===== config.mk =====
export PLATFORM = sky130hd
export DESIGN_NAME = dbt1_trigger_window
export DESIGN_NICKNAME = d
export VERILOG_FILES = /design/src/rtl/dbt1_trigger_window_pkg.sv /design/src/rtl/dbt1_sat_counter.sv /design/src/rtl/dbt1_trigger_window.sv
export SDC_FILE = /design/constraint.sdc
export NUM_CORES = 1
export LEC_CHECK = 0
export ABC_AREA = 1
export CORE_MARGIN = 1.5
export CORE_UTILIZATION = 42
export DETAILED_ROUTE_END_ITERATION = 16
export PLACE_DENSITY = 0.78
export SYNTH_ARGS = -nofsm -noshare
export SYNTH_HDL_FRONTEND = slang
export SYNTH_SLANG_ARGS = --single-unit

===== constraint.sdc =====
create_clock -name data_clk_i -period 7.8 [get_ports data_clk_i]
set_input_delay 1.95 -clock data_clk_i [delete_from_list [all_inputs] [get_ports data_clk_i]]
set_output_delay 1.95 -clock data_clk_i [all_outputs]
set_load 0.05 [all_outputs]

===== src/rtl/dbt1_trigger_window_pkg.sv =====
// Shared types and constants for the dbt1 trigger window record gate.
// Timestamp width default exists only with DBT1_TRIGGER_WINDOW_TIMESTAMP_EN.
package dbt1_trigger_window_pkg;

   typedef enum logic [1:0] {
      IDLE,
      ARMED,
      RECORDING,
      HOLDOFF
   } state_t;

   localparam logic [15:0] MISSED_MAX = 16'hFFFF;

   localparam int PARALLEL_SAMPLES_DEF  = 8;
   localparam int BITS_PER_SAMPLE_DEF   = 16;
   localparam int SAMPLEINDEX_WIDTH_DEF = 3;
   localparam int LEN_WIDTH_DEF         = 16;
   localparam int HOLDOFF_WIDTH_DEF     = 16;
`ifdef DBT1_TRIGGER_WINDOW_TIMESTAMP_EN
   localparam int TIMESTAMP_WIDTH_DEF   = 64;
`endif

endpackage


===== src/rtl/dbt1_sat_counter.sv =====
// Saturating up-counter with synchronous clear.
// Clear has priority over increment.
module dbt1_sat_counter #(
   parameter int               WIDTH = 16,
   parameter logic [WIDTH-1:0] MAX   = '1
) (
   input  logic             clk,
   input  logic             rst,
   input  logic             clr,
   input  logic             inc,
   output logic [WIDTH-1:0] count
);

   always_ff @(posedge clk or posedge rst) begin
      if (rst) begin
         count <= '0;
      end else if (clr) begin
         count <= '0;
      end else if (inc && (count != MAX)) begin
         count <= count + WIDTH'(1);
      end
   end

endmodule


===== src/rtl/dbt1_trigger_window.sv =====
// Per-channel record gate: fixed-length records from primary triggers.
// Optional timestamp latch: define DBT1_TRIGGER_WINDOW_TIMESTAMP_EN.
module dbt1_trigger_window
   import dbt1_trigger_window_pkg::*;
#(
   parameter int PARALLEL_SAMPLES  = PARALLEL_SAMPLES_DEF,
   parameter int BITS_PER_SAMPLE   = BITS_PER_SAMPLE_DEF,
   parameter int SAMPLEINDEX_WIDTH = SAMPLEINDEX_WIDTH_DEF,
   parameter int LEN_WIDTH         = LEN_WIDTH_DEF,
`ifdef DBT1_TRIGGER_WINDOW_TIMESTAMP_EN
   parameter int TIMESTAMP_WIDTH   = TIMESTAMP_WIDTH_DEF,
`endif
   parameter int HOLDOFF_WIDTH     = HOLDOFF_WIDTH_DEF
) (
   input  logic                                    data_clk_i,
   input  logic                                    data_rst_i,
   input  logic                                    arm_i,
   input  logic                                    disarm_i,
   input  logic [LEN_WIDTH-1:0]                    record_len_i,
   input  logic [HOLDOFF_WIDTH-1:0]                holdoff_i,
   input  logic [PARALLEL_SAMPLES*BITS_PER_SAMPLE-1:0] s_sampledata_i,
   input  logic                                    s_trigger_event_i,
   input  logic [SAMPLEINDEX_WIDTH-1:0]            s_trigger_sampleindex_i,
`ifdef DBT1_TRIGGER_WINDOW_TIMESTAMP_EN
   input  logic [TIMESTAMP_WIDTH-1:0]              s_timestamp_i,
   output logic [TIMESTAMP_WIDTH-1:0]              m_timestamp_o,
`endif
   output logic                                    m_valid_o,
   output logic [PARALLEL_SAMPLES*BITS_PER_SAMPLE-1:0] m_data_o,
   output logic                                    m_first_o,
   output logic                                    m_last_o,
   output logic [SAMPLEINDEX_WIDTH-1:0]            m_trigger_sampleindex_o,
   output logic                                    armed_o,
   output logic [31:0]                             record_count_o,
   output logic [15:0]                             missed_count_o
);

   state_t                   state, state_n;
   logic [LEN_WIDTH-1:0]     rem_q, rem_n;
   logic [HOLDOFF_WIDTH-1:0] hold_q, hold_n;
   logic                     pend_q, pend_n;
   logic                     emit, first, last;
   logic                     missed_inc;

   always_comb begin
      state_n = state;
      rem_n   = rem_q;
      hold_n  = hold_q;
      pend_n  = pend_q;
      emit    = 1'b0;
      first   = 1'b0;
      last    = 1'b0;
      unique case (state)
         IDLE: begin
            if (arm_i && !disarm_i) state_n = ARMED;
         end
         ARMED: begin
            if (disarm_i) begin
               state_n = IDLE;
            end else if (s_trigger_event_i) begin
               emit    = 1'b1;
               first   = 1'b1;
               last    = (record_len_i <= LEN_WIDTH'(1));
               rem_n   = (record_len_i == '0) ? '0
                                              : record_len_i - LEN_WIDTH'(1);
               state_n = RECORDING;
            end
         end
         RECORDING: begin
            emit  = 1'b1;
            last  = (rem_q == LEN_WIDTH'(1));
            rem_n = rem_q - LEN_WIDTH'(1);
            if (disarm_i) pend_n = 1'b1;
         end
         HOLDOFF: begin
            if (disarm_i) begin
               state_n = IDLE;
            end else if (hold_q <= HOLDOFF_WIDTH'(1)) begin
               state_n = ARMED;
            end else begin
               hold_n = hold_q - HOLDOFF_WIDTH'(1);
            end
         end
      endcase
      // A disarm arriving on the last word itself also ends in IDLE
      if (last) begin
         pend_n = 1'b0;
         if (pend_q || disarm_i) begin
            state_n = IDLE;
         end else if (holdoff_i == '0) begin
            state_n = ARMED;
         end else begin
            state_n = HOLDOFF;
            hold_n  = holdoff_i;
         end
      end
   end

   always_ff @(posedge data_clk_i or posedge data_rst_i) begin
      if (data_rst_i) begin
         state                   <= IDLE;
         rem_q                   <= '0;
         hold_q                  <= '0;
         pend_q                  <= 1'b0;
         m_valid_o               <= 1'b0;
         m_data_o                <= '0;
         m_first_o               <= 1'b0;
         m_last_o                <= 1'b0;
         m_trigger_sampleindex_o <= '0;
         record_count_o          <= '0;
      end else begin
         state     <= state_n;
         rem_q     <= rem_n;
         hold_q    <= hold_n;
         pend_q    <= pend_n;
         m_valid_o <= emit;
         m_data_o  <= emit ? s_sampledata_i : '0;
         m_first_o <= first;
         m_last_o  <= last;
         if (first) m_trigger_sampleindex_o <= s_trigger_sampleindex_i;
         if (last) record_count_o <= record_count_o + 32'd1;
      end
   end

`ifdef DBT1_TRIGGER_WINDOW_TIMESTAMP_EN
   always_ff @(posedge data_clk_i or posedge data_rst_i) begin
      if (data_rst_i) begin
         m_timestamp_o <= '0;
      end else if (first) begin
         m_timestamp_o <= s_timestamp_i;
      end
   end
`endif

   assign armed_o    = (state == ARMED);
   assign missed_inc = s_trigger_event_i &&
                       ((state == RECORDING) || (state == HOLDOFF));

   dbt1_sat_counter #(
      .WIDTH (16),
      .MAX   (MISSED_MAX)
   ) u_missed (
      .clk   (data_clk_i),
      .rst   (data_rst_i),
      .clr   (arm_i),
      .inc   (missed_inc),
      .count (missed_count_o)
   );

endmodule


==> metrics.csv, run 1 <==
stage,metric,value,unit
worst_setup_path,r2r_setup_slack,4920,ps
worst_setup_path,critPathArrivalTime,2270,ps
worst_setup_path,critical_path.startpoint_type,flop,
clock_network,post_cts.resized_instances,0,
worst_hold_path,min_path_type,reg2reg,
detailed_routing,detail_route.wirelength,32030,um
clock_network,worst_skew_pair_latency,530,ps
clock_network,tritoncts,built,
worst_setup_path,critPathCaptureType,output port,
die,ioPinCount,351,
detailed_routing,drtPass1Iterations,6,
layout,synthToLayoutAreaGrowth,44.86,%
timing,setup_viol_count_final,0,
global_routing,global_route_wire_length_before_repair,50400,um
detailed_routing,average_via_count_per_standard_cell,4.792,
worst_setup_path,worstRegToRegCells,7,
worst_setup_path,crit_path_end,armed_o,
clock_network,path_clk_slew,60,ps
flow_run,max_cap_violations,0,
detailed_routing,route.vias.total,9799,
synthesis,synth_ff_type,sky130_fd_sc_hd__dfrtp_1,
worst_setup_path,worst_setup_path_startpoint,state[1]$_DFFE_PP0P_,
die,core,24320,um2
placement,buffers_on_ports,350,
synthesis,netlist-cell-type-count,37,
layout,drive_gt1_frac,0.04508,
layout,layout.nets,1872,
worst_setup_path,required,5850,ps
die,floorplan.die.height,160.4,um
synthesis,postSynthAreaPerCell,7.785,um2
clock_network,postCtsSetupRepairBufs,0,
worst_setup_path,top_fanout_value_on_the_critical_path,7,
layout,area_of_the_multi_input_gates,3894,um2
die,die_w,160.4,um
detailed_routing,avgRoutedWirePerCell,15.66,um
synthesis,netlist_top_cells_count,"sky130_fd_sc_hd__nand2_1 (282), sky130_fd_sc_hd__nor2_1 (278), sky130_fd_sc_hd__inv_1 (254)",
worst_setup_path,regToRegStartpoint,state[0]$_DFFE_PP0P_,
outcome,status,completed,
clock_network,quantity_of_hold_fixing_buffers_added_after_cts,0,
synthesis,synth-edff-count,0,
timing,finalHoldViolations,0,
synthesis,yosysMostFrequentCell,sky130_fd_sc_hd__nand2_1,
timing,timing_max_transition_violations_final,0,
synthesis,syn_nets,1518,
die,initial_utilization,0.4280,
synthesis,ys_top_cells_by_area,"sky130_fd_sc_hd__dfrtp_1 (52%), sky130_fd_sc_hd__nand2_1 (10%), sky130_fd_sc_hd__nor2_1 (10%)",
placement,gpl.final_weighted_congestion,0.9101,
timing,final.period_utilization,0.5410,
global_routing,vias_in_the_first_global_route,9605,
clock_network,htree_levels,1,
detailed_routing,first_drt_iteration_drcs,594,
timing,slew_headroom,0.3395,
timing,fmax,237.0,MHz
timing,finalClockSkew,10.57,ps
synthesis,ys_async_sr_fraction,1.000,
clock_network,clock_tree.buffer_depth,3,
detailed_routing,detail-route-antenna-nets,0,
global_routing,grt_util_all_layers,0.2484,
synthesis,synth.yosys.seq_area_share,0.5217,
synthesis,post-synth-top-area-cell,sky130_fd_sc_hd__dfrtp_1,
clock_network,number_of_cts_inserted_buffers,24,
synthesis,synth.ff_latch_count,217,
timing,finalCriticalPeriod,4219,ps
synthesis,yosysWarnings,0,
global_routing,grt.overflow.total,0,
timing,tightestPinTransition,990.7,ps
global_routing,maximum_number_of_pins_on_one_net_before_global_route_repair,112,
synthesis,syn_inst,1337,
clock_network,clock_sink_count,217,
synthesis,mappedNetlistArea,10410,um2
pwr,power.static_leakage,7.493,nW
timing,setup_repair_after_global_routing_missed_its_margin,false,
detailed_routing,detail_route.drc_violations,0,
clock_network,cts_root_buffer,sky130_fd_sc_hd__clkbuf_16,
die,rows,57,
pwr,pwr_density_cell,311.8,nW/um2
layout,utilization,0.6200,
die,die-area,25740,um2
worst_setup_path,timing.setup.critical_path_class,reg2out,
worst_setup_path,critical_path.reg2reg.endpoint,m_data_o[11]$_DFF_PP0_,
synthesis,yosysTopAreaCellShare,0.5217,
global_routing,antenna_found_initial,12,
layout,footprint_of_the_flip_flops_and_latches,5430,um2
pwr,power.total,0.004702,W
placement,detailedPlacementHpwl,23920,um
timing,setup-tns-final,0,ps
layout,fillCellCount,2087,
pwr,ir_worst_vdd,267.0,uV
## state kept, by name, indices dropped and copies added (netlist names)
register / flops
rem_q: 16
m_data_o: 128
record_count_o: 32
hold_q: 16
m_first_o: 1
state: 2
pend_q: 1
m_trigger_sampleindex_o: 3
m_valid_o: 1
u_missed.count: 16
m_last_o: 1
## kinds of logic (layout without fill, tap and decap cells)
family / after synthesis / after routing / synth area share
adder cells (fa/ha/maj): 13 / 13 / 0.01563
AND/OR/NAND/NOR: 720 / 720 / 0.2925
AO/OA/AOI/OAI: 76 / 76 / 0.04075
buffers and inverters: 281 / 652 / 0.1042
XOR/XNOR: 30 / 30 / 0.02524
flip-flops: 217 / 217 / 0.5217
other: 0 / 13 / 0
## cell type report
cell class | instances | share of cell area
inverter | 255 | 0.06390
timing repair buffer | 354 | 0.2352
tap | 324 | 0.02689
antenna | 13 | 0.002157
multi-input combinational | 839 | 0.2582
clock inverter | 12 | 0.007883
clock buffer | 31 | 0.04564
sequential | 217 | 0.3601
## cells in the final DEF, fill, tap and decap left out, types with 19 or more instances in the layout
master                            instances
sky130_fd_sc_hd__clkdlybuf4s50_1        350
sky130_fd_sc_hd__nand2_1                282
sky130_fd_sc_hd__nor2_1                 278
sky130_fd_sc_hd__inv_1                  252
sky130_fd_sc_hd__dfrtp_1                217
sky130_fd_sc_hd__nand3_1                 75
sky130_fd_sc_hd__o21ai_0                 39
sky130_fd_sc_hd__nand4_1                 28
sky130_fd_sc_hd__xor2_1                  25
sky130_fd_sc_hd__clkbuf_16               25
sky130_fd_sc_hd__nor3_1                  19
## worst min path at each step
stage	from	end	slack (ps)	cells past startpoint
floorplan	rem_q[15]$_DFFE_PP0P_	rem_q[15]$_DFFE_PP0P_	450	2
global placement	rem_q[15]$_DFFE_PP0P_	rem_q[15]$_DFFE_PP0P_	460	2
detailed placement	rem_q[15]$_DFFE_PP0P_	rem_q[15]$_DFFE_PP0P_	470	2
CTS	rem_q[15]$_DFFE_PP0P_	rem_q[15]$_DFFE_PP0P_	480	2
global route	m_trigger_sampleindex_o[0]$_DFFE_PP0P_	m_trigger_sampleindex_o[0]$_DFFE_PP0P_	500	2
finish	m_trigger_sampleindex_o[1]$_DFFE_PP0P_	m_trigger_sampleindex_o[1]$_DFFE_PP0P_	480	2
## through the flow
step           setup slack (ps)  cell area [um2]  cells  hold WS [ps]
2_1_floorplan              3024            10410   1337         448.8
3_3_place_gp               3529            14240   1989         463.1
3_5_place_dp               3445            14240   1989         465.5
4_1_cts                    3587            15050   2032         482.8
5_1_grt                    3511            15070   2042         503.1
6_report                   3581            15080   2045         482.8
## critical path, stage by stage (launching register included)
cell and delay, ps:
sky130_fd_sc_hd__dfrtp_1 400, sky130_fd_sc_hd__inv_1 110, sky130_fd_sc_hd__ha_1 320, sky130_fd_sc_hd__clkdlybuf4s50_1 910
## power by group
group / switching, W / total [W] / leakage, nW / internal (W)
Sequential: 0.000125 / 0.00151 / 2.90 / 0.00139
Clock: 0.000473 / 0.00116 / 0.400 / 0.000688
Combinational: 0.00142 / 0.00203 / 4.19 / 0.000613
Total: 0.00202 / 0.00470 / 7.49 / 0.00269
## layer usage
layer,GRT usage,vias to the layer above,routed length [um]
li1,-,4774,-
met1,0.2725,4589,11550
met2,0.4355,373,16130
met3,0.09065,63,3267
met4,0.09856,0,1079
met5,0,-,0
Note: power is estimated with default switching activity, not from simulation.
==> run 2: changes to the inputs <==
- CORE_UTILIZATION: 42 -> 46
- PLACE_DENSITY: 0.78 -> 0.81
- clock period: 7.8 -> 4.2 ns (I/O delays scaled with it)
==> run 2 against run 1 <==
Net effect: first-iteration DRC count decreased by 2.0%; cell area decreased by 0.36%; worst setup slack got worse by 2600 ps; utilization increased by 6.2 points; routed wire length increased by 1.4%; hold slack got worse by 1.5 ps; critical path depth unchanged; global-route usage increased by 2.7 points; sequential share of layout area increased by 0.13 points; die area decreased by 8.5%.
==> metrics.csv, run 2 (synthesis gave the netlist of run 1 again) <==
stage,metric,value,unit,change
outcome,status,completed,,unchanged
worst_setup_path,critPathCaptureType,output port,,unchanged
clock_network,worst_skew_pair_latency,520,ps,was 530 ps
worst_hold_path,min_delay_path_depth,2,,unchanged
clock_network,post_cts.resized_instances,0,,unchanged
layout,layout.nets,1875,,was 1872
worst_setup_path,cp_slowest_cell,sky130_fd_sc_hd__clkdlybuf4s50_1,,unchanged
worst_setup_path,timing.setup.critical_path_class,reg2out,,unchanged
timing,final.period_utilization,0.7771,,
layout,footprint_of_the_flip_flops_and_latches,5430,um2,unchanged
worst_setup_path,critical_path.reg2reg.endpoint,rem_q[8]$_DFFE_PP0P_,,was m_data_o[11]$_DFF_PP0_
clock_network,cts_root_buffer,sky130_fd_sc_hd__clkbuf_16,,unchanged
worst_setup_path,crit_chain,"inv_1, ha_1, clkdlybuf4s50_1",,unchanged
detailed_routing,detail_route.wirelength,32490,um,was 32030 um
layout,layoutNonFillerInstCount,1996,,was 2045
timing,tightestPinTransition,740.1,ps,was 990.7 ps
worst_hold_path,min_path_type,reg2reg,,unchanged
clock_network,quantity_of_hold_fixing_buffers_added_after_cts,0,,unchanged
timing,finalClockSkew,13.48,ps,was 10.57 ps
placement,buffers_on_ports,350,,unchanged
clock_network,htree_levels,1,,unchanged
worst_setup_path,regToRegStartpoint,state[0]$_DFFE_PP0P_,,unchanged
clock_network,clock_sink_count,217,,unchanged
timing,setup_viol_count_final,0,,unchanged
placement,detailedPlacementHpwl,24270,um,was 23920 um
pwr,power.static_leakage,7.498,nW,was 7.493 nW
die,core,22030,um2,was 24320 um2
detailed_routing,detail-route-antenna-nets,0,,unchanged
placement,dp_cells,1947,,was 1989
timing,finalHoldViolations,0,,unchanged
die,die_w,153.4,um,was 160.4 um
global_routing,antenna_found_initial,7,,was 12
detailed_routing,route.vias.total,9843,,was 9799
detailed_routing,detail_route.drc_violations,0,,unchanged
detailed_routing,drtPass1Iterations,5,,was 6
die,die-area,23540,um2,was 25740 um2
die,initial_utilization,0.4726,,was 0.4280
die,ioPinCount,351,,unchanged
worst_setup_path,required,3150,ps,was 5850 ps
worst_setup_path,critPathArrivalTime,2210,ps,was 2270 ps
detailed_routing,average_via_count_per_standard_cell,4.931,,was 4.792
worst_setup_path,timing.critical_path.buf_inv,2,,unchanged
layout,most_frequent_standard_cell_in_the_layout_excluding_fill_and_tap_cells,sky130_fd_sc_hd__clkdlybuf4s50_1,,unchanged
global_routing,maximum_number_of_pins_on_one_net_before_global_route_repair,94,,was 112
layout,finalInstanceArea,15020,um2,was 15080 um2
placement,gpl.final_weighted_congestion,0.9109,,was 0.9101
worst_setup_path,r2r_setup_slack,1590,ps,was 4920 ps
layout,synthToLayoutAreaGrowth,44.34,%,was 44.86%
detailed_routing,avgRoutedWirePerCell,16.28,um,was 15.66 um
layout,area_of_the_multi_input_gates,3894,um2,unchanged
global_routing,grt.overflow.total,0,,unchanged
timing,setup-tns-final,0,ps,unchanged
timing,timing_max_transition_violations_final,0,,unchanged
timing,slew_headroom,0.5066,,was 0.3395
pwr,ir_worst_vdd,452.0,uV,was 267.0 uV
layout,fillCellCount,1766,,was 2087
layout,largest_register_ffs,128,,unchanged
clock_network,number_of_cts_inserted_buffers,25,,was 24
timing,fmax,306.4,MHz,
layout,drive_gt1_frac,0.04330,,was 0.04508
clock_network,path_clk_slew,60,ps,about the same
worst_setup_path,slowest_delay,900,ps,was 910 ps
global_routing,vias_in_the_first_global_route,9784,,was 9605
pwr,pwr_density_cell,580.0,nW/um2,was 311.8 nW/um2
timing,finalCriticalPeriod,3264,ps,
worst_setup_path,top_fanout_value_on_the_critical_path,7,,unchanged
worst_setup_path,crit_path_end,armed_o,,unchanged
detailed_routing,first_drt_iteration_drcs,582,,was 594
die,rows,54,,was 57
flow_run,max_cap_violations,0,,unchanged
global_routing,grt_util_all_layers,0.2749,,was 0.2484
worst_setup_path,worst_path_dominant_cell_family,buffers and inverters,,unchanged
timing,fin_ws,936.0,ps,was 3581 ps
clock_network,clock_tree.buffer_depth,3,,unchanged
worst_setup_path,critical_path_cell_count,3,,unchanged
placement,pre_cts_slack,1100,ps,was 3445 ps
layout,layout_top_registers,"m_data_o x128, record_count_o x32",,unchanged
timing,setup_repair_after_global_routing_missed_its_margin,false,,unchanged
clock_network,postCtsSetupRepairBufs,0,,unchanged
layout,final_cell_mix,"sky130_fd_sc_hd__clkdlybuf4s50_1 (350), sky130_fd_sc_hd__nand2_1 (282), sky130_fd_sc_hd__nor2_1 (278)",,unchanged
placement,placed_cell_area,14220,um2,was 14240 um2
die,floorplan.die.height,153.4,um,was 160.4 um
worst_setup_path,worst_setup_path_startpoint,state[1]$_DFFE_PP0P_,,unchanged
worst_setup_path,critical_path.startpoint_type,flop,,unchanged
worst_setup_path,worstRegToRegCells,8,,was 7
clock_network,tritoncts,built,,unchanged
global_routing,global_route_wire_length_before_repair,50920,um,was 50400 um
layout,register_with_the_most_flip_flops,m_data_o,,unchanged
[run 2: how the worst min path moves through the flow]
stage                                      startpoint                                endpoint
5_1_grt        m_trigger_sampleindex_o[1]$_DFFE_PP0P_  m_trigger_sampleindex_o[1]$_DFFE_PP0P_
3_5_place_dp                    rem_q[15]$_DFFE_PP0P_                   rem_q[15]$_DFFE_PP0P_
6_report                        rem_q[15]$_DFFE_PP0P_                   rem_q[15]$_DFFE_PP0P_
3_3_place_gp                    rem_q[15]$_DFFE_PP0P_                   rem_q[15]$_DFFE_PP0P_
2_1_floorplan                   rem_q[15]$_DFFE_PP0P_                   rem_q[15]$_DFFE_PP0P_
4_1_cts                         rem_q[15]$_DFFE_PP0P_                   rem_q[15]$_DFFE_PP0P_
[run 2: worst min-delay path, cell delays in order (launching register included)]
cell	delay [ps]
sky130_fd_sc_hd__dfrtp_1	340
sky130_fd_sc_hd__nand2_1	60
sky130_fd_sc_hd__nand2_1	60
[run 2: cell type report]
class,instances,share of cell area
sequential,217,0.3614
multi-input combinational,839,0.2592
timing repair buffer,356,0.2387
inverter,255,0.06412
clock buffer,37,0.04863
tap,280,0.02332
clock inverter,5,0.003498
antenna,7,0.001166
[run 2: power breakdown]
group / switching [W] / internal, W / total [W]
clock: 0.000850 / 0.00125 / 0.00210
sequential: 0.000236 / 0.00257 / 0.00281
combinational: 0.00265 / 0.00116 / 0.00380
[run 2: layer usage]
layer / track usage / wire length, um / up-vias / share of wire
li1: - / - / 4767 / -
met1: 0.3086 / 11950 / 4622 / 0.37
met5: 0 / 0 / - / 0
met2: 0.4855 / 16360 / 386 / 0.50
met4: 0.1022 / 1084 / 0 / 0.033
met3: 0.09130 / 3092 / 68 / 0.095
[run 2: per-stage QoR]
step / util / total power [W] / hold WS [ps]
floorplan: - / 0.005273 / 448.8
global placement: 0.6458 / 0.006562 / 463.9
detailed placement: 0.6458 / 0.006627 / 469.9
CTS: 0.6813 / 0.008760 / 484.7
global route: 0.6820 / 0.009128 / 500.5
finish: 0.6821 / 0.008715 / 481.4
